--- src/rtl/mc_ctrl_pkg.sv ---
// Shared definitions for the multi-cycle MIPS-subset controller: state encoding,
// ALU operation codes, opcode/funct values, trap causes and the datapath strobe bundle.
package mc_ctrl_pkg;

  typedef enum logic [4:0] {
    S_IF,
    S_ID,
    S_EX_R,
    S_WB_R,
    S_EX_I,
    S_WB_I,
    S_LUI,
    S_ADDR,
    S_MEM_RD,
    S_WB_MEM,
    S_MEM_WR,
    S_BR,
    S_J,
    S_JAL,
    S_JR,
    S_JALR,
    S_TRAP
  } state_e;

  localparam int unsigned ALU_ADD   = 0;
  localparam int unsigned ALU_SUB   = 1;
  localparam int unsigned ALU_RTYPE = 2;
  localparam int unsigned ALU_AND   = 3;
  localparam int unsigned ALU_OR    = 4;
  localparam int unsigned ALU_SLT   = 5;
  localparam int unsigned ALU_SLTU  = 6;

  localparam logic [5:0] OP_RTYPE = 6'h00;
  localparam logic [5:0] OP_J     = 6'h02;
  localparam logic [5:0] OP_JAL   = 6'h03;
  localparam logic [5:0] OP_BEQ   = 6'h04;
  localparam logic [5:0] OP_ADDI  = 6'h08;
  localparam logic [5:0] OP_ADDIU = 6'h09;
  localparam logic [5:0] OP_SLTI  = 6'h0A;
  localparam logic [5:0] OP_SLTIU = 6'h0B;
  localparam logic [5:0] OP_ANDI  = 6'h0C;
  localparam logic [5:0] OP_ORI   = 6'h0D;
  localparam logic [5:0] OP_LUI   = 6'h0F;
  localparam logic [5:0] OP_LW    = 6'h23;
  localparam logic [5:0] OP_SW    = 6'h2B;

  localparam logic [5:0] FN_JR    = 6'h08;
  localparam logic [5:0] FN_JALR  = 6'h09;

  typedef enum logic [1:0] {
    CAUSE_NONE        = 2'b00,
    CAUSE_ILLEGAL     = 2'b01,
    CAUSE_MEM_TIMEOUT = 2'b10
  } trap_cause_e;

  typedef struct packed {
    logic       pc_write;
    logic       pc_write_cond;
    logic       iord;
    logic       mem_read;
    logic       mem_write;
    logic       ir_write;
    logic       reg_write;
    logic       ext_op;
    logic       lui_op;
    logic [1:0] reg_dst;
    logic [1:0] memto_reg;
    logic [1:0] alu_src_a;
    logic [1:0] alu_src_b;
    logic [1:0] pc_source;
  } strobes_t;

  // States in which the controller is waiting on the memory handshake.
  function automatic logic is_mem_wait_state(state_e s);
    return (s == S_IF) || (s == S_MEM_RD) || (s == S_MEM_WR);
  endfunction

endpackage

--- src/rtl/mc_control_fsm_if.sv ---
// Control bundle between the multi-cycle controller (master) and the datapath (slave):
// IR fields and memory handshake in, every datapath strobe plus trap status out.
interface mc_control_fsm_if
  import mc_ctrl_pkg::*;
#(
  parameter int ALUOP_W = 4
);

  logic [5:0]         OpCode;
  logic [5:0]         Funct;
  logic               mem_ready;

  logic               PCWrite;
  logic               PCWriteCond;
  logic               IorD;
  logic               MemRead;
  logic               MemWrite;
  logic               IRWrite;
  logic               RegWrite;
  logic               ExtOp;
  logic               LuiOp;
  logic [1:0]         RegDst;
  logic [1:0]         MemtoReg;
  logic [1:0]         ALUSrcA;
  logic [1:0]         ALUSrcB;
  logic [ALUOP_W-1:0] ALUOp;
  logic [1:0]         PCSource;
  logic               trap;
  trap_cause_e        trap_cause;

  modport master (
    input  OpCode, Funct, mem_ready,
    output PCWrite, PCWriteCond, IorD, MemRead, MemWrite, IRWrite, RegWrite,
           ExtOp, LuiOp, RegDst, MemtoReg, ALUSrcA, ALUSrcB, ALUOp, PCSource,
           trap, trap_cause
  );

  modport slave (
    output OpCode, Funct, mem_ready,
    input  PCWrite, PCWriteCond, IorD, MemRead, MemWrite, IRWrite, RegWrite,
           ExtOp, LuiOp, RegDst, MemtoReg, ALUSrcA, ALUSrcB, ALUOp, PCSource,
           trap, trap_cause
  );

endinterface

--- src/rtl/mc_mem_watchdog.sv ---
// Memory wait-state watchdog: counts consecutive not-ready cycles of one access and
// flags a timeout on the MEM_WAIT_MAX-th such cycle.
module mc_mem_watchdog #(
  parameter int MEM_WAIT_MAX = 15
) (
  input  logic clk_i,
  input  logic rst_ni,
  input  logic wait_i,
  input  logic ready_i,
  input  logic clear_i,
  output logic timeout_o
);

  localparam int CW = (MEM_WAIT_MAX > 1) ? $clog2(MEM_WAIT_MAX) : 1;
  localparam logic [CW-1:0] LAST = CW'(MEM_WAIT_MAX - 1);

  logic [CW-1:0] cnt_q, cnt_d;

  // A ready in the limit cycle is a completion, so the timeout requires ready low.
  assign timeout_o = wait_i & ~ready_i & (cnt_q == LAST);

  always_comb begin
    cnt_d = cnt_q + CW'(1);
    if (!wait_i || ready_i || clear_i) begin
      cnt_d = '0;
    end
  end

  always_ff @(posedge clk_i or negedge rst_ni) begin
    if (!rst_ni) begin
      cnt_q <= '0;
    end else begin
      cnt_q <= cnt_d;
    end
  end

endmodule

--- src/rtl/mc_control_fsm.sv ---
// Multi-cycle MIPS-subset control unit with memory handshake, illegal-opcode and
// memory-timeout traps. Optional performance counters under `define MC_PERF_CNT_EN.
module mc_control_fsm
  import mc_ctrl_pkg::*;
#(
  parameter int ALUOP_W      = 4,
  parameter int MEM_WAIT_MAX = 15,
  parameter int CNT_W        = 32
) (
  input  logic             clk,
  input  logic             reset,
  mc_control_fsm_if.master bus
`ifdef MC_PERF_CNT_EN
  ,
  output logic [CNT_W-1:0] cycle_cnt,
  output logic [CNT_W-1:0] instr_cnt
`endif
);

  if (ALUOP_W < 3) begin : g_bad_aluop_w
    $error("ALUOP_W must be at least 3");
  end
  if (MEM_WAIT_MAX < 1) begin : g_bad_wait_max
    $error("MEM_WAIT_MAX must be at least 1");
  end
  if (CNT_W < 1) begin : g_bad_cnt_w
    $error("CNT_W must be at least 1");
  end

  state_e             state_q, state_d;
  trap_cause_e        cause_q, cause_d;
  strobes_t           str;
  logic [ALUOP_W-1:0] alu_op;
  logic               mem_wait;
  logic               timeout;
  logic               state_change;

  assign mem_wait     = is_mem_wait_state(state_q);
  assign state_change = (state_d != state_q);

  mc_mem_watchdog #(
    .MEM_WAIT_MAX(MEM_WAIT_MAX)
  ) u_wdog (
    .clk_i    (clk),
    .rst_ni   (reset),
    .wait_i   (mem_wait),
    .ready_i  (bus.mem_ready),
    .clear_i  (state_change),
    .timeout_o(timeout)
  );

  always_ff @(posedge clk or negedge reset) begin
    if (!reset) begin
      state_q <= S_IF;
      cause_q <= CAUSE_NONE;
    end else begin
      state_q <= state_d;
      cause_q <= cause_d;
    end
  end

  always_comb begin
    state_d = state_q;
    cause_d = cause_q;
    str     = '0;
    alu_op  = ALUOP_W'(ALU_ADD);
    case (state_q)
      S_IF: begin
        str.mem_read  = 1'b1;
        str.alu_src_b = 2'b01;
        str.pc_write  = bus.mem_ready;
        str.ir_write  = bus.mem_ready;
        if (timeout) begin
          state_d = S_TRAP;
          cause_d = CAUSE_MEM_TIMEOUT;
        end else if (bus.mem_ready) begin
          state_d = S_ID;
        end
      end
      S_ID: begin
        str.alu_src_b = 2'b11;
        str.ext_op    = 1'b1;
        case (bus.OpCode)
          OP_RTYPE: begin
            case (bus.Funct)
              FN_JR:   state_d = S_JR;
              FN_JALR: state_d = S_JALR;
              default: state_d = S_EX_R;
            endcase
          end
          OP_LW, OP_SW: state_d = S_ADDR;
          OP_BEQ:       state_d = S_BR;
          OP_J:         state_d = S_J;
          OP_JAL:       state_d = S_JAL;
          OP_LUI:       state_d = S_LUI;
          OP_ADDI, OP_ADDIU, OP_SLTI, OP_SLTIU, OP_ANDI, OP_ORI: state_d = S_EX_I;
          default: begin
            state_d = S_TRAP;
            cause_d = CAUSE_ILLEGAL;
          end
        endcase
      end
      S_EX_R: begin
        str.alu_src_a = 2'b01;
        alu_op        = ALUOP_W'(ALU_RTYPE);
        state_d       = S_WB_R;
      end
      S_WB_R: begin
        str.reg_dst   = 2'b01;
        str.memto_reg = 2'b01;
        str.reg_write = 1'b1;
        state_d       = S_IF;
      end
      S_EX_I: begin
        str.alu_src_a = 2'b01;
        str.alu_src_b = 2'b10;
        str.ext_op    = (bus.OpCode != OP_ANDI) && (bus.OpCode != OP_ORI);
        case (bus.OpCode)
          OP_SLTI:  alu_op = ALUOP_W'(ALU_SLT);
          OP_SLTIU: alu_op = ALUOP_W'(ALU_SLTU);
          OP_ANDI:  alu_op = ALUOP_W'(ALU_AND);
          OP_ORI:   alu_op = ALUOP_W'(ALU_OR);
          default:  alu_op = ALUOP_W'(ALU_ADD);
        endcase
        state_d = S_WB_I;
      end
      S_WB_I: begin
        str.memto_reg = 2'b01;
        str.reg_write = 1'b1;
        state_d       = S_IF;
      end
      S_LUI: begin
        str.lui_op    = 1'b1;
        str.memto_reg = 2'b11;
        str.reg_write = 1'b1;
        state_d       = S_IF;
      end
      S_ADDR: begin
        str.alu_src_a = 2'b01;
        str.alu_src_b = 2'b10;
        str.ext_op    = 1'b1;
        state_d       = (bus.OpCode == OP_LW) ? S_MEM_RD : S_MEM_WR;
      end
      S_MEM_RD: begin
        str.iord     = 1'b1;
        str.mem_read = 1'b1;
        if (timeout) begin
          state_d = S_TRAP;
          cause_d = CAUSE_MEM_TIMEOUT;
        end else if (bus.mem_ready) begin
          state_d = S_WB_MEM;
        end
      end
      S_WB_MEM: begin
        str.reg_write = 1'b1;
        state_d       = S_IF;
      end
      S_MEM_WR: begin
        str.iord      = 1'b1;
        str.mem_write = 1'b1;
        if (timeout) begin
          state_d = S_TRAP;
          cause_d = CAUSE_MEM_TIMEOUT;
        end else if (bus.mem_ready) begin
          state_d = S_IF;
        end
      end
      S_BR: begin
        str.alu_src_a     = 2'b01;
        str.pc_write_cond = 1'b1;
        str.pc_source     = 2'b01;
        alu_op            = ALUOP_W'(ALU_SUB);
        state_d           = S_IF;
      end
      S_J, S_JR: begin
        str.pc_write  = 1'b1;
        str.pc_source = 2'b10;
        state_d       = S_IF;
      end
      S_JAL, S_JALR: begin
        str.pc_write  = 1'b1;
        str.pc_source = 2'b10;
        str.reg_write = 1'b1;
        str.reg_dst   = (state_q == S_JAL) ? 2'b10 : 2'b01;
        str.memto_reg = 2'b10;
        state_d       = S_IF;
      end
      S_TRAP: begin
        state_d = S_TRAP;
      end
      default: begin
        state_d = S_IF;
      end
    endcase
  end

  // Outputs are forced low while reset is held, which also kills any in-flight write.
  assign bus.PCWrite     = reset & str.pc_write;
  assign bus.PCWriteCond = reset & str.pc_write_cond;
  assign bus.IorD        = reset & str.iord;
  assign bus.MemRead     = reset & str.mem_read;
  assign bus.MemWrite    = reset & str.mem_write;
  assign bus.IRWrite     = reset & str.ir_write;
  assign bus.RegWrite    = reset & str.reg_write;
  assign bus.ExtOp       = reset & str.ext_op;
  assign bus.LuiOp       = reset & str.lui_op;
  assign bus.RegDst      = reset ? str.reg_dst   : 2'b00;
  assign bus.MemtoReg    = reset ? str.memto_reg : 2'b00;
  assign bus.ALUSrcA     = reset ? str.alu_src_a : 2'b00;
  assign bus.ALUSrcB     = reset ? str.alu_src_b : 2'b00;
  assign bus.PCSource    = reset ? str.pc_source : 2'b00;
  assign bus.ALUOp       = reset ? alu_op : '0;
  assign bus.trap        = reset & (state_q == S_TRAP);
  assign bus.trap_cause  = reset ? cause_q : CAUSE_NONE;

`ifdef MC_PERF_CNT_EN
  logic [CNT_W-1:0] cycle_q, instr_q;

  // An instruction retires on every re-entry into fetch.
  always_ff @(posedge clk or negedge reset) begin
    if (!reset) begin
      cycle_q <= '0;
      instr_q <= '0;
    end else begin
      if (state_q != S_TRAP) begin
        cycle_q <= cycle_q + CNT_W'(1);
      end
      if ((state_d == S_IF) && (state_q != S_IF)) begin
        instr_q <= instr_q + CNT_W'(1);
      end
    end
  end

  assign cycle_cnt = cycle_q;
  assign instr_cnt = instr_q;
`endif

endmodule

--- src/flat_wrapper.sv ---
// flat-port wrapper written by rule: the top's interface ports become plain ports
module mc_control_fsm_flat import mc_ctrl_pkg::*;
#(
  parameter int ALUOP_W      = 4,
  parameter int MEM_WAIT_MAX = 15,
  parameter int CNT_W        = 32
)
  (clk, reset, bus_OpCode, bus_Funct, bus_mem_ready, bus_PCWrite, bus_PCWriteCond, bus_IorD, bus_MemRead, bus_MemWrite, bus_IRWrite, bus_RegWrite, bus_ExtOp, bus_LuiOp, bus_RegDst, bus_MemtoReg, bus_ALUSrcA, bus_ALUSrcB, bus_ALUOp, bus_PCSource, bus_trap, bus_trap_cause);
  mc_control_fsm_if #(.ALUOP_W(ALUOP_W)) bus_i ();
  input  logic clk;
  input  logic reset;
  input wire logic [$bits(bus_i.OpCode)-1:0] bus_OpCode;
  input wire logic [$bits(bus_i.Funct)-1:0] bus_Funct;
  input wire logic [$bits(bus_i.mem_ready)-1:0] bus_mem_ready;
  output wire logic [$bits(bus_i.PCWrite)-1:0] bus_PCWrite;
  output wire logic [$bits(bus_i.PCWriteCond)-1:0] bus_PCWriteCond;
  output wire logic [$bits(bus_i.IorD)-1:0] bus_IorD;
  output wire logic [$bits(bus_i.MemRead)-1:0] bus_MemRead;
  output wire logic [$bits(bus_i.MemWrite)-1:0] bus_MemWrite;
  output wire logic [$bits(bus_i.IRWrite)-1:0] bus_IRWrite;
  output wire logic [$bits(bus_i.RegWrite)-1:0] bus_RegWrite;
  output wire logic [$bits(bus_i.ExtOp)-1:0] bus_ExtOp;
  output wire logic [$bits(bus_i.LuiOp)-1:0] bus_LuiOp;
  output wire logic [$bits(bus_i.RegDst)-1:0] bus_RegDst;
  output wire logic [$bits(bus_i.MemtoReg)-1:0] bus_MemtoReg;
  output wire logic [$bits(bus_i.ALUSrcA)-1:0] bus_ALUSrcA;
  output wire logic [$bits(bus_i.ALUSrcB)-1:0] bus_ALUSrcB;
  output wire logic [$bits(bus_i.ALUOp)-1:0] bus_ALUOp;
  output wire logic [$bits(bus_i.PCSource)-1:0] bus_PCSource;
  output wire logic [$bits(bus_i.trap)-1:0] bus_trap;
  output wire logic [$bits(bus_i.trap_cause)-1:0] bus_trap_cause;
  assign bus_i.OpCode = bus_OpCode;
  assign bus_i.Funct = bus_Funct;
  assign bus_i.mem_ready = bus_mem_ready;
  assign bus_PCWrite = bus_i.PCWrite;
  assign bus_PCWriteCond = bus_i.PCWriteCond;
  assign bus_IorD = bus_i.IorD;
  assign bus_MemRead = bus_i.MemRead;
  assign bus_MemWrite = bus_i.MemWrite;
  assign bus_IRWrite = bus_i.IRWrite;
  assign bus_RegWrite = bus_i.RegWrite;
  assign bus_ExtOp = bus_i.ExtOp;
  assign bus_LuiOp = bus_i.LuiOp;
  assign bus_RegDst = bus_i.RegDst;
  assign bus_MemtoReg = bus_i.MemtoReg;
  assign bus_ALUSrcA = bus_i.ALUSrcA;
  assign bus_ALUSrcB = bus_i.ALUSrcB;
  assign bus_ALUOp = bus_i.ALUOp;
  assign bus_PCSource = bus_i.PCSource;
  assign bus_trap = bus_i.trap;
  assign bus_trap_cause = bus_i.trap_cause;
  mc_control_fsm #(.ALUOP_W(ALUOP_W), .MEM_WAIT_MAX(MEM_WAIT_MAX), .CNT_W(CNT_W)) u_core (.clk(clk), .reset(reset), .bus(bus_i));
endmodule
--- config.mk ---
export PLATFORM = sky130hd
export DESIGN_NAME = mc_control_fsm_flat
export DESIGN_NICKNAME = d
export VERILOG_FILES = /design/src/rtl/mc_ctrl_pkg.sv /design/src/rtl/mc_control_fsm_if.sv /design/src/rtl/mc_mem_watchdog.sv /design/src/rtl/mc_control_fsm.sv /design/src/flat_wrapper.sv
export SDC_FILE = /design/constraint.sdc
export NUM_CORES = 1
export LEC_CHECK = 0
export CORE_UTILIZATION = 35
export CTS_CLUSTER_DIAMETER = 120
export DETAILED_ROUTE_END_ITERATION = 6
export GPL_TIMING_DRIVEN = 0
export PLACE_DENSITY = 0.61
export SLEW_MARGIN = 20
export SYNTH_ARGS = -nofsm -noshare
export SYNTH_HDL_FRONTEND = slang
export SYNTH_SLANG_ARGS = --single-unit
--- constraint.sdc ---
create_clock -name clk -period 3.45 [get_ports clk]
set_input_delay 0.69 -clock clk [delete_from_list [all_inputs] [get_ports clk]]
set_output_delay 0.69 -clock clk [all_outputs]
set_load 0.03 [all_outputs]
**Yosys cells after proc, flatten, opt, wreduce, memory -nomap -nowiden**

Index checks and enable logic that the tools add are counted.

- Add/sub/neg operators: 1
- Bitwise logic cells: 13
- Multiplexer cells: 38
- Reduce and logical (&&, ||, !) cells: 23
- Equal/unequal tests: 36

Operator list:

| cell | count |
|---|---|
| $eq 6x4->1 const B | 9 |
| $eq 5x4->1 const B | 8 |
| $pmux 5 s8 | 1 |
| $pmux 5 s7 | 1 |
| $mux 5 | 6 |
| $eq 5x3->1 const B | 4 |
| $mux 2 | 9 |
| $reduce_or 2->1 | 7 |
| $reduce_or 13->1 | 1 |
| $and 1x1->1 | 12 |
| $eq 6x2->1 const B | 2 |
| $eq 6x6->1 const B | 2 |
| $ne 6x4->1 const B | 2 |
| $pmux 2 s2 | 3 |
| $pmux 2 s3 | 2 |
| $pmux 3 s4 | 1 |
| $pmux 4 s3 | 1 |
| $reduce_or 6->1 | 2 |
| $eq 5x2->1 const B | 2 |
| $mux 1 | 9 |
| $mux 4 | 2 |
| $pmux 4 s2 | 1 |
| $reduce_or 4->1 | 2 |
| $eq 6x3->1 const B | 1 |
| other kinds (17) | 21 |

- Output and inout bits: 26
- Flip-flop bits (word level): 11
- Word-level logic and storage cells: 114
- Input bits: 15

**Depth between registers and ports, before layout**

Gate-level depths: netlist of run 1.

- Word-level depth: 10
- Mapped depth: 6
- Mapped depth without buffers: 6

**Modules after synthesis**

From an unflattened synthesis of run 1, not the netlist that was laid out.

- Cells, all modules: 167
- Area total of the unflattened synthesis: 1246.2 µm²

By module, submodules not included:

| module | instances | area an instance (µm²) | cells each | seq. area each (µm²) |
|---|---|---|---|---|
| mc_control_fsm | 1 | 1041.0 | 149 | 175.2 |
| mc_mem_watchdog | 1 | 205.2 | 18 | 100.1 |

**Worst setup path before layout of run 1**

Ideal clock, no wire load.

- Path type: input -> output
- From: input bus_OpCode[1]
- To: output bus_ALUOp[1]
- Stages on the path: 5
- Required time: 2760 ps
- Path buffers: 1
- Path slack: 761 ps
- Arrival: 1999 ps
- Cells stage by stage: clkbuf_1 or2b_1 o22ai_1 a32oi_1 nor3_1

- Word-level cells in the longest chain between the ends: 4
- Elaborated cells between the ends (all ways): 7
- Those cells by class: eq/ne (4); mux (3)

RTL lines:

| item | RTL line | source |
|---|---|---|
| from (decl) | flat_wrapper.sv:12 | `input wire logic [$bits(bus_i.OpCode)-1:0] bus_OpCode;` |
| $eq 6x4->1 | mc_control_fsm.sv:118 | `case (bus.OpCode)` |
| $pmux 3 s4 * | mc_control_fsm.sv:118 |  |
| $pmux 4 s3 * | mc_control_fsm.sv:67 | `case (state_q)` |
| $mux 4 * | mc_control_fsm.sv:212 | `assign bus.ALUOp = reset ? alu_op : '0;` |
| to (decl) | flat_wrapper.sv:28 | `output wire logic [$bits(bus_i.ALUOp)-1:0] bus_ALUOp;` |

Mark *: on every way between the ends. The rest lies on a longest branch, timed or not.

**Worst setup path in the final report of run 1**

- From: input bus_OpCode[1]
- To: output bus_ExtOp

- Word-level cells in the longest chain between the ends: 4
- Elaborated cells between the ends (all ways): 5
- Those cells by class: eq/ne (2); mux (1); bitwise (1); reduce/logical (1)

RTL lines:

| item | RTL line | source |
|---|---|---|
| $ne 6x4->1 | mc_control_fsm.sv:117 | `str.ext_op = (bus.OpCode != OP_ANDI) && (bus.OpCode != OP_ORI);` |
| $logic_and 1x1->1 * | mc_control_fsm.sv:117 |  |
| $pmux 1 s2 * | mc_control_fsm.sv:67 |  |
| $and 1x1->1 * | mc_control_fsm.sv:205 | `assign bus.ExtOp = reset & str.ext_op;` |
| to (decl) | flat_wrapper.sv:22 | `output wire logic [$bits(bus_i.ExtOp)-1:0] bus_ExtOp;` |

Marked as above.

==> results.txt, run 1 <==
Drc violations -> 0
Max-Cap Viols -> 0
DR WL/cell -> 12.99 um
Pre-antenna DRT Iters -> 4
Max Clk Rate -> 0.3087 GHz
Port bufs -> 37
Worst setup path end -> bus_ExtOp
Crit path kind -> in -> out
Total Power -> 570.3 uW
Setup TNS -> 0 ps
CP Launch Type -> primary input
Vias in the first global route -> 1,218
CTS Hold Bufs -> 0
#FFs+latches synth -> 11
Mapped cell area -> 1192 sq um
Final WL -> 3104 um
Total die area -> 3645 sq um
Crit-path slowest cell -> clkdlybuf4s50_1
Min-delay worst type -> in -> async
I/O pin cnt -> 41
Gr busiest metal -> met2
Die width -> 60.37 um
Clk_skew -> 3.107 ps
Fin crit share -> 93.90%
Fin crit period -> 3239 ps
Post-synth EDFFs -> 0
Leak -> 0.0006655 uW
Worst path max stage delay -> 670 ps
Post-DP Area -> 1622 sq um
WP data arrival -> 2550 ps
Worst r2r src -> u_core.state_q[1]
Pwr per Cell Area -> 346.3 nW/um^2
H-tree depth -> 1
Core area -> 3153 sq um
Outcome -> finished clean
Vias -> 1,271
Synthesized area per cell -> 7.793 sq um
Clock Tree Root -> clkbuf_4
Final HPWL DP -> 2460 um
Ant diodes -> 0
Via density -> 5.318
Largest net degree at the start of global routing -> 20
Initial antenna violation count -> 0
R2r setup slk -> 1770 ps
Crit end category -> output port
Post-synth top cells -> 17 x nor2_1, 13 x nand2b_1, 11 x dfrtp_1
Hold WS -> 329.1 ps
Yosys top cell by area -> dfrtp_1
Clock Path Buffers -> 2
Crit path required time -> 2760 ps
First-pass GRT wire length -> 5368 um
Critical path, cell by cell -> clkdlybuf4s50_1 -> clkbuf_2 -> nand2b_1 -> nor2_1 -> nand4b_1 -> and3_1 -> clkdlybuf4s50_1
Fraction of the yosys area taken by sequential cells -> 23.08%
Unrepaired setup endpoints after global routing -> no
Final hold vios -> 0
Die height -> 60.37 um
Most frequent cell after synthesis -> nor2_1
M2 GR Usage -> 32.65%
Antenna-violating nets left -> 0
Setup violations, final -> 0
Cell variety after synth -> 51
Overall Global Routing Usage -> 18.85%
GP Congestion -> 0.8374
Final instance area -> 1647 sq um
YS warnings -> 0
Worst R2R End -> u_core.cause_q[1]
Slew Viols, Final -> 0
Number of cell rows -> 20
Post-synthesis cell count -> 153
Synth Flop Type -> dfrtp_1
Crit. Startpoint -> bus_OpCode[1]
Top cell type's share of synthesized area -> 23.08%
CP most frequent cell -> clkdlybuf4s50_1
Top cells by area, synth -> dfrtp_1 23%, nand2b_1 6.8%, nor2_1 5.4%
Syn-to-layout area delta -> 38.09%
Peak supply drop -> 0.2657 mV
Iteration-0 DRC count of the detailed router -> 54
Met3 GRT Util -> 2.985%
Initial Util -> 37.82%
Grt ovf -> 0
Total CTS buffers -> 3
Reg2Reg Depth -> 5
Nets -> 213
Critical path fanouts, max -> 10
Clk slew on worst S/H paths -> 70 ps
Fin util -> 52.22%
Fraction of layout cells with a size suffix above 1 -> 16.92%
Clock latency on the worst-skew pair -> 260 ps
Met1 GRT Util -> 25.07%
Post-synthesis async set-or-reset flop share -> 100.0%
CTS tree -> done
Total clock sinks -> 11
==> placed cells by master (no fill, tap or decap), types with 2 or more instances in the layout <==
cell type	Yosys	final
and2_1	5	5
nand2_1	10	10
a32oi_1	2	2
nand2b_1	13	13
nor3_1	7	7
nand3_1	5	5
buf_1	2	2
dfrtp_1	11	11
a211oi_1	3	3
o21ai_0	4	4
xnor2_1	2	2
inv_1	3	3
nor2b_1	3	3
nor3b_2	2	2
or4b_4	2	2
a21oi_1	5	5
clkbuf_4	0	3
a31o_2	2	2
conb_1	1	2
nor2_1	17	17
nor4_1	5	5
clkdlybuf4s50_1	0	34
or2_2	2	2
clkbuf_2	0	2
o21ai_1	2	2
a2bb2oi_1	2	2
buf_2	7	7
nand3b_1	2	2
ha_1	2	2
nand4b_1	2	2
buf_4	4	4
and3_1	3	3
xor2_1	2	2
==> final cells by class <==
cell class | count | area, sq um
Buffer | 15 | 88.84
Multi-Input combinational cell | 125 | 822.0
Inverter | 3 | 11.26
Tap cell | 44 | 55.05
Clock inverter | 1 | 5.005
Clock buffer | 3 | 22.52
Sequential cell | 11 | 275.3
Timing Repair Buffer | 37 | 366.6
Fill cell | 337 | 1506
==> where the power goes <==
group	switching (uW)	internal (uW)	total [uW]
Sequential	8.78	146	155
Combinational	197	132	329
Clock	43.4	42.8	86.2
Total	249	321	570
==> per-layer routing <==
metal / up-vias / routed length, um
li1: 633 / -
met1: 587 / 1477
met2: 47 / 1464
met3: 4 / 130
met4: 0 / 32
met5: - / 0
==> repair_timing <==
| action | CTS | global route |
|---|---|---|
| cloned | 0 | 0 |
| setup buffers | 0 | 0 |
| pin swaps | 0 | 0 |
| gates resized for setup | 3 | 4 |
| setup endpoints to repair | 14 | 7 |
==> sequential cells by signal, summed over array words and instances, names as in the netlist <==
register / count
u_core.state_q: 5
u_core.u_wdog.cnt_q: 4
u_core.cause_q: 2
==> kinds of logic after synthesis <==
| logic type | after synthesis | share of synthesized area (%) |
|---|---|---|
| simple gates | 86 | 44.07 |
| compound gates | 29 | 17.42 |
| buf+inv | 18 | 8.289 |
| flops | 11 | 23.08 |
| xor+xnor | 4 | 2.939 |
| fa+ha+maj | 2 | 2.098 |
| mux | 2 | 1.784 |
| other cells | 1 | 0.3145 |
==> worst min path at each step <==
stage	from	end	depth (start not counted)
6_report	reset	u_core.state_q[4]	1
5_1_grt	reset	u_core.state_q[4]	1
4_1_cts	u_core.cause_q[0]	u_core.cause_q[0]	1
3_5_place_dp	u_core.cause_q[0]	u_core.cause_q[0]	1
3_3_place_gp	u_core.cause_q[0]	u_core.cause_q[0]	1
2_1_floorplan	reset	u_core.cause_q[0]	0
==> metrics by stage <==
step / std cells / worst slack (ps)
floorplan: 154 / 761.3
global route: 239 / 106.1
global placement: 235 / -319.4
detailed placement: 235 / -292.4
finish: 239 / 210.6
CTS: 239 / 17.10
==> critical path, delay by kind of cell <==
kind / cells / cell delay, ps
and+or+nand+nor: 4 / 450
buffers and inverters: 3 / 1400
No activity file was read; power rests on OpenSTA's default activity.
==> run 2: changes to the inputs <==
--- a/config.mk
+++ b/config.mk
@@ -8,8 +8,9 @@
 export CORE_UTILIZATION = 35
 export CTS_CLUSTER_DIAMETER = 120
 export DETAILED_ROUTE_END_ITERATION = 6
-export GPL_TIMING_DRIVEN = 0
+export GPL_TIMING_DRIVEN = 1
 export PLACE_DENSITY = 0.61
+export SKIP_LAST_GASP = 1
 export SLEW_MARGIN = 20
 export SYNTH_ARGS = -nofsm -noshare
 export SYNTH_HDL_FRONTEND = slang
==> constraint.sdc (replaced) <==
create_clock -name clk -period 4.02 [get_ports clk]
set_input_delay 0.804 -clock clk [delete_from_list [all_inputs] [get_ports clk]]
set_output_delay 0.804 -clock clk [all_outputs]
set_load 0.03 [all_outputs]
==> results.txt, run 2 (synthesis gave the netlist of run 1 again) <==
Outcome -> finished clean
Clk_skew -> 3.099 ps
Worst r2r src -> u_core.state_q[1]
Fin crit share -> 90.92%
Iteration-0 DRC count of the detailed router -> 49
Fin worst setup slack -> 365.1 ps
Total CTS buffers -> 3
Vias -> 1,224
Unrepaired setup endpoints after global routing -> no
Pre-CTS setup slack -> 363.7 ps
CP most frequent cell -> clkdlybuf4s50_1
CTS Hold Bufs -> 0
Grt ovf -> 0
Die width -> 60.37 um
Critical path, cell by cell -> clkdlybuf4s50_1 -> or2b_1 -> o22ai_1 -> a32oi_1 -> nor3_1 -> clkdlybuf4s50_1
Syn-to-layout area delta -> 34.21%
Fill cells -> 328
Fin crit period -> 3655 ps
Crit end category -> output port
Crit-path slowest cell -> clkdlybuf4s50_1
Sequential share of power -> 32.9%
Total die area -> 3645 sq um
Crit path kind -> in -> out
GP Congestion -> 0.8146
Top reg by flops -> u_core.state_q
Slew Limit Headroom -> 61.44%
Number of cell rows -> 20
Die height -> 60.37 um
Leak -> 0.0005948 uW
First-pass GRT wire length -> 4892 um
Setup TNS -> 0 ps
Antenna-violating nets left -> 0
H-tree depth -> 1
Commonest cells after routing, fill and taps aside -> 38 x clkdlybuf4s50_1, 17 x nor2_1, 13 x nand2b_1, 11 x dfrtp_1, 10 x nand2_1
Initial antenna violation count -> 0
Most common cell after layout, fill and taps aside -> clkdlybuf4s50_1
Critical path fanouts, max -> 11
Initial Util -> 37.82%
Clock Tree Root -> clkbuf_4
Clk slew on worst S/H paths -> 60 ps
Power share of the clock group -> 15.4%
Vias in the first global route -> 1,085
Via density -> 5.345
Drc violations -> 0
Min-delay worst type -> reg -> reg
Largest registers -> u_core.state_q (5), u_core.u_wdog.cnt_q (4), u_core.cause_q (2)
Final HPWL DP -> 2363 um
Final WL -> 2959 um
P_sw -> 206.8 uW
Total clock sinks -> 11
Comb pwr share -> 51.7%
Setup Fix Bufs, Post-CTS -> 0
# resized after CTS -> 0
Port bufs -> 38
Sw frac -> 43.07%
Final instance area -> 1600 sq um
Post-DP Area -> 1574 sq um
Slew Viols, Final -> 0
Ant diodes -> 0
Delay-heaviest family, CP -> buffers and inverters
Nets -> 203
Max-Cap Viols -> 0
DR WL/cell -> 12.92 um
Fraction of layout cells with a size suffix above 1 -> 11.89%
CTS tree -> done
Setup violations, final -> 0
Pre-antenna DRT Iters -> 4
Overall Global Routing Usage -> 17.71%
CP Launch Type -> primary input
Core area -> 3153 sq um
Peak supply drop -> 0.1801 mV
Cell Int Power -> 273.2 uW
Pwr per Cell Area -> 299.9 nW/um^2
Crit path required time -> 3220 ps
Worst path max stage delay -> 690 ps
Crit. Startpoint -> bus_OpCode[2]
HP Start -> u_core.u_wdog.cnt_q[0]
Bufs and invs on worst path -> 2
Worst slew pin tran -> 578.3 ps
Max Clk Rate -> 0.2736 GHz
WP data arrival -> 2850 ps
Clock Path Buffers -> 2
Final hold vios -> 0
Clock latency on the worst-skew pair -> 270 ps
Largest net degree at the start of global routing -> 20
I/O pin cnt -> 41
Flip-flop count of the largest register after layout -> 5
[run 2: cell types whose count changed in the layout (fill, tap and decap cells not counted), moves of 2 or more]
cell | previous run | this run
buf_2 | 7 | 0
clkbuf_2 | 2 | 0
buf_1 | 2 | 0
clkdlybuf4s50_1 | 34 | 38
[run 2: worst register-to-register path: cells and delay by family (launching register included)]
kind	cells	cell delay, ps
DFF	1	590
AOI/OAI and AO/OA	1	110
and+or+nand+nor	3	910
[run 2: layer usage]
| layer | vias up | global-route usage [%] | share of wire, % |
|---|---|---|---|
| li1 | 609 | - | - |
| met1 | 576 | 24.24 | 47 |
| met2 | 35 | 28.41 | 48 |
| met3 | 4 | 3.625 | 4.3 |
| met4 | 0 | 4.651 | 0.98 |
| met5 | - | 0 | 0 |
[run 2: area by class of cell]
class                      count  area (sq um)  area share [%]
inverter                       3         11.26          0.7037
sequential                    11         275.3           17.20
clock buffer                   4         26.28           1.642
multi-input combinational    125         822.0           51.37
timing repair buffer          42         410.4           25.65
tap                           44         55.05           3.440
[run 2: path summary, 6_finish.rpt]
| path | end | slack [ps] | cells past startpoint |
|---|---|---|---|
| min in group asynchronous | u_core.state_q[2] | 860 | 2 |
| setup reg to reg | u_core.cause_q[1] | 2290 | 4 |
| setup / recovery | bus_ALUOp[1] | 370 | 6 |
| max in group asynchronous | u_core.u_wdog.cnt_q[1] | 3010 | 2 |
| hold reg to reg | u_core.u_wdog.cnt_q[0] | 480 | 1 |
| hold / removal | u_core.u_wdog.cnt_q[0] | 480 | 1 |
[run 2: metrics by stage]
stage,utilization [%],instances,hold slack (ps),total power (uW)
2_1_floorplan,-,154,453.6,327.4
3_3_place_gp,49.92,225,469.4,408.9
6_report,50.75,229,483.2,480.0
3_5_place_dp,49.92,225,479.2,408.8
5_1_grt,50.75,229,504.6,520.3
4_1_cts,50.75,229,489.9,485.6
[run 2: power groups by stage]
stage	registers, uW	logic, uW	clock network (uW)
finish	158	248	73.9
global route	163	274	83.1
CTS	158	250	77.4
detailed placement	160	249	0
global placement	161	248	0
floorplan	134	194	0
==> run 3: changes to the inputs <==
--- a/config.mk
+++ b/config.mk
@@ -5,10 +5,12 @@
 export SDC_FILE = /design/constraint.sdc
 export NUM_CORES = 1
 export LEC_CHECK = 0
+export CAP_MARGIN = 20
 export CORE_UTILIZATION = 35
 export CTS_CLUSTER_DIAMETER = 120
 export DETAILED_ROUTE_END_ITERATION = 6
 export GPL_TIMING_DRIVEN = 1
+export MAX_ROUTING_LAYER = met4
 export PLACE_DENSITY = 0.61
 export SKIP_LAST_GASP = 1
 export SLEW_MARGIN = 20
==> constraint.sdc (replaced) <==
create_clock -name clk -period 4.4 [get_ports clk]
set_input_delay 0.88 -clock clk [delete_from_list [all_inputs] [get_ports clk]]
set_output_delay 0.88 -clock clk [all_outputs]
set_load 0.03 [all_outputs]
==> results.txt, run 3 (synthesis gave the netlist of run 1 again) <==
Total clock sinks -> 11
WP data arrival -> 2960 ps
Slew Limit Headroom -> 58.17%
Slew Viols, Final -> 0
Initial antenna violation count -> 0
CTS tree -> done
Worst slew pin tran -> 627.4 ps
Pre-CTS setup slack -> 562.2 ps
Hold WS -> 491.4 ps
Gr busiest metal -> met2
H-tree depth -> 1
Nets -> 201
Met1 GRT Util -> 26.58%
Port bufs -> 38
Max Clk Rate -> 0.2602 GHz
Total Power -> 435.4 uW
Final hold vios -> 0
Fin crit period -> 3843 ps
Crit path kind -> in -> out
Ant diodes -> 0
Flip-flop count of the largest register after layout -> 5
Fin crit share -> 87.35%
Vias -> 1,223
Worst r2r src -> u_core.state_q[0]
# resized after CTS -> 0
Leak -> 0.0005849 uW
Via density -> 5.388
Register area -> 275.3 sq um
Unrepaired setup endpoints after global routing -> no
Core area -> 3153 sq um
Clk slew on worst S/H paths -> 60 ps
Overall Global Routing Usage -> 19.24%
Min-delay worst type -> reg -> reg
Grt ovf -> 0
Initial Util -> 37.82%
Worst R2R End -> u_core.cause_q[1]
Max-Cap Viols -> 0
I/O pin cnt -> 41
DR WL/cell -> 13.38 um
Clk_skew -> 4.022 ps
Multi-input logic area -> 822.0 sq um
Vias in the first global route -> 1,128
Fraction of layout cells with a size suffix above 1 -> 10.93%
Pwr per Cell Area -> 274.6 nW/um^2
Clock Path Buffers -> 2
Antenna-violating nets left -> 0
Hold Path Depth -> 1
Commonest cells after routing, fill and taps aside -> 38 x clkdlybuf4s50_1, 17 x nor2_1, 13 x nand2b_1, 11 x dfrtp_1, 10 x nand2_1
Crit end category -> output port
Most common cell after layout, fill and taps aside -> clkdlybuf4s50_1
Number of cell rows -> 20
GP Congestion -> 0.8298
Iteration-0 DRC count of the detailed router -> 56
Crit. Startpoint -> bus_OpCode[2]
Reg2Reg Depth -> 4
Setup TNS -> 0 ps
Pre-antenna DRT Iters -> 4
Syn-to-layout area delta -> 32.95%
Total CTS buffers -> 3
Top reg by flops -> u_core.state_q
Crit path required time -> 3520 ps
Fin worst setup slack -> 556.8 ps
Largest net degree at the start of global routing -> 20
First-pass GRT wire length -> 5278 um
Peak supply drop -> 0.1895 mV
Fill cells -> 328
R2r setup slk -> 2520 ps
Clock latency on the worst-skew pair -> 260 ps
Final WL -> 3038 um
Die width -> 60.37 um
Final HPWL DP -> 2316 um
Largest registers -> u_core.state_q (5), u_core.u_wdog.cnt_q (4), u_core.cause_q (2)
M2 GR Usage -> 29.83%
Clock Tree Root -> clkbuf_4
Total die area -> 3645 sq um
Setup violations, final -> 0
Die height -> 60.37 um
CTS Hold Bufs -> 0
Critical path fanouts, max -> 11
Worst setup path end -> bus_ALUOp[1]
Drc violations -> 0
Setup Fix Bufs, Post-CTS -> 0
Outcome -> finished clean
Met3 GRT Util -> 3.198%
CP Launch Type -> primary input
==> run 3: how the worst min path moves through the flow <==
stage / start / to / slack (ps)
after floorplan: u_core.u_wdog.cnt_q[0] / u_core.u_wdog.cnt_q[0] / 450
after global placement: u_core.cause_q[0] / u_core.cause_q[0] / 470
after detailed placement: u_core.u_wdog.cnt_q[0] / u_core.u_wdog.cnt_q[0] / 490
after CTS: u_core.u_wdog.cnt_q[0] / u_core.u_wdog.cnt_q[0] / 490
after global routing: u_core.u_wdog.cnt_q[0] / u_core.u_wdog.cnt_q[0] / 510
final: u_core.u_wdog.cnt_q[0] / u_core.u_wdog.cnt_q[0] / 490
==> run 3: metrics by stage <==
step | instance area, sq um | utilization [%] | std cells
floorplan | 1196 | - | 154
global placement | 1559 | 49.44 | 223
detailed placement | 1559 | 49.44 | 223
CTS | 1585 | 50.28 | 227
global route | 1585 | 50.28 | 227
finish | 1585 | 50.28 | 227
==> run 3: area by class of cell <==
type | count | area share [%]
multi-input cells | 125 | 51.85
well taps | 44 | 3.473
clock buffers | 4 | 1.657
inverters | 3 | 0.7103
repair buffers | 40 | 24.94
flip-flops and latches | 11 | 17.36
==> run 3: worst max-delay path: stages <==
cell	delay, ps
clkdlybuf4s50_1	640
or2b_1	290
o22ai_1	170
a32oi_1	120
nor3_1	170
clkdlybuf4s50_1	700
==> run 3: where the power goes <==
| part | leakage, uW | total, uW | internal, uW | switching [uW] |
|---|---|---|---|---|
| combinational | 0.000425 | 213 | 95.2 | 118 |
| clock | 0.0000150 | 66.5 | 35.1 | 31.5 |
| sequential | 0.000145 | 155 | 115 | 40.9 |
| total | 0.000585 | 435 | 245 | 191 |
==> run 3: layer usage <==
layer | up-vias | part of all wire [%]
met2 | 53 | 46
met3 | 2 | 5.3
met1 | 566 | 48
met4 | 0 | 0.53
met5 | - | 0
li1 | 602 | -
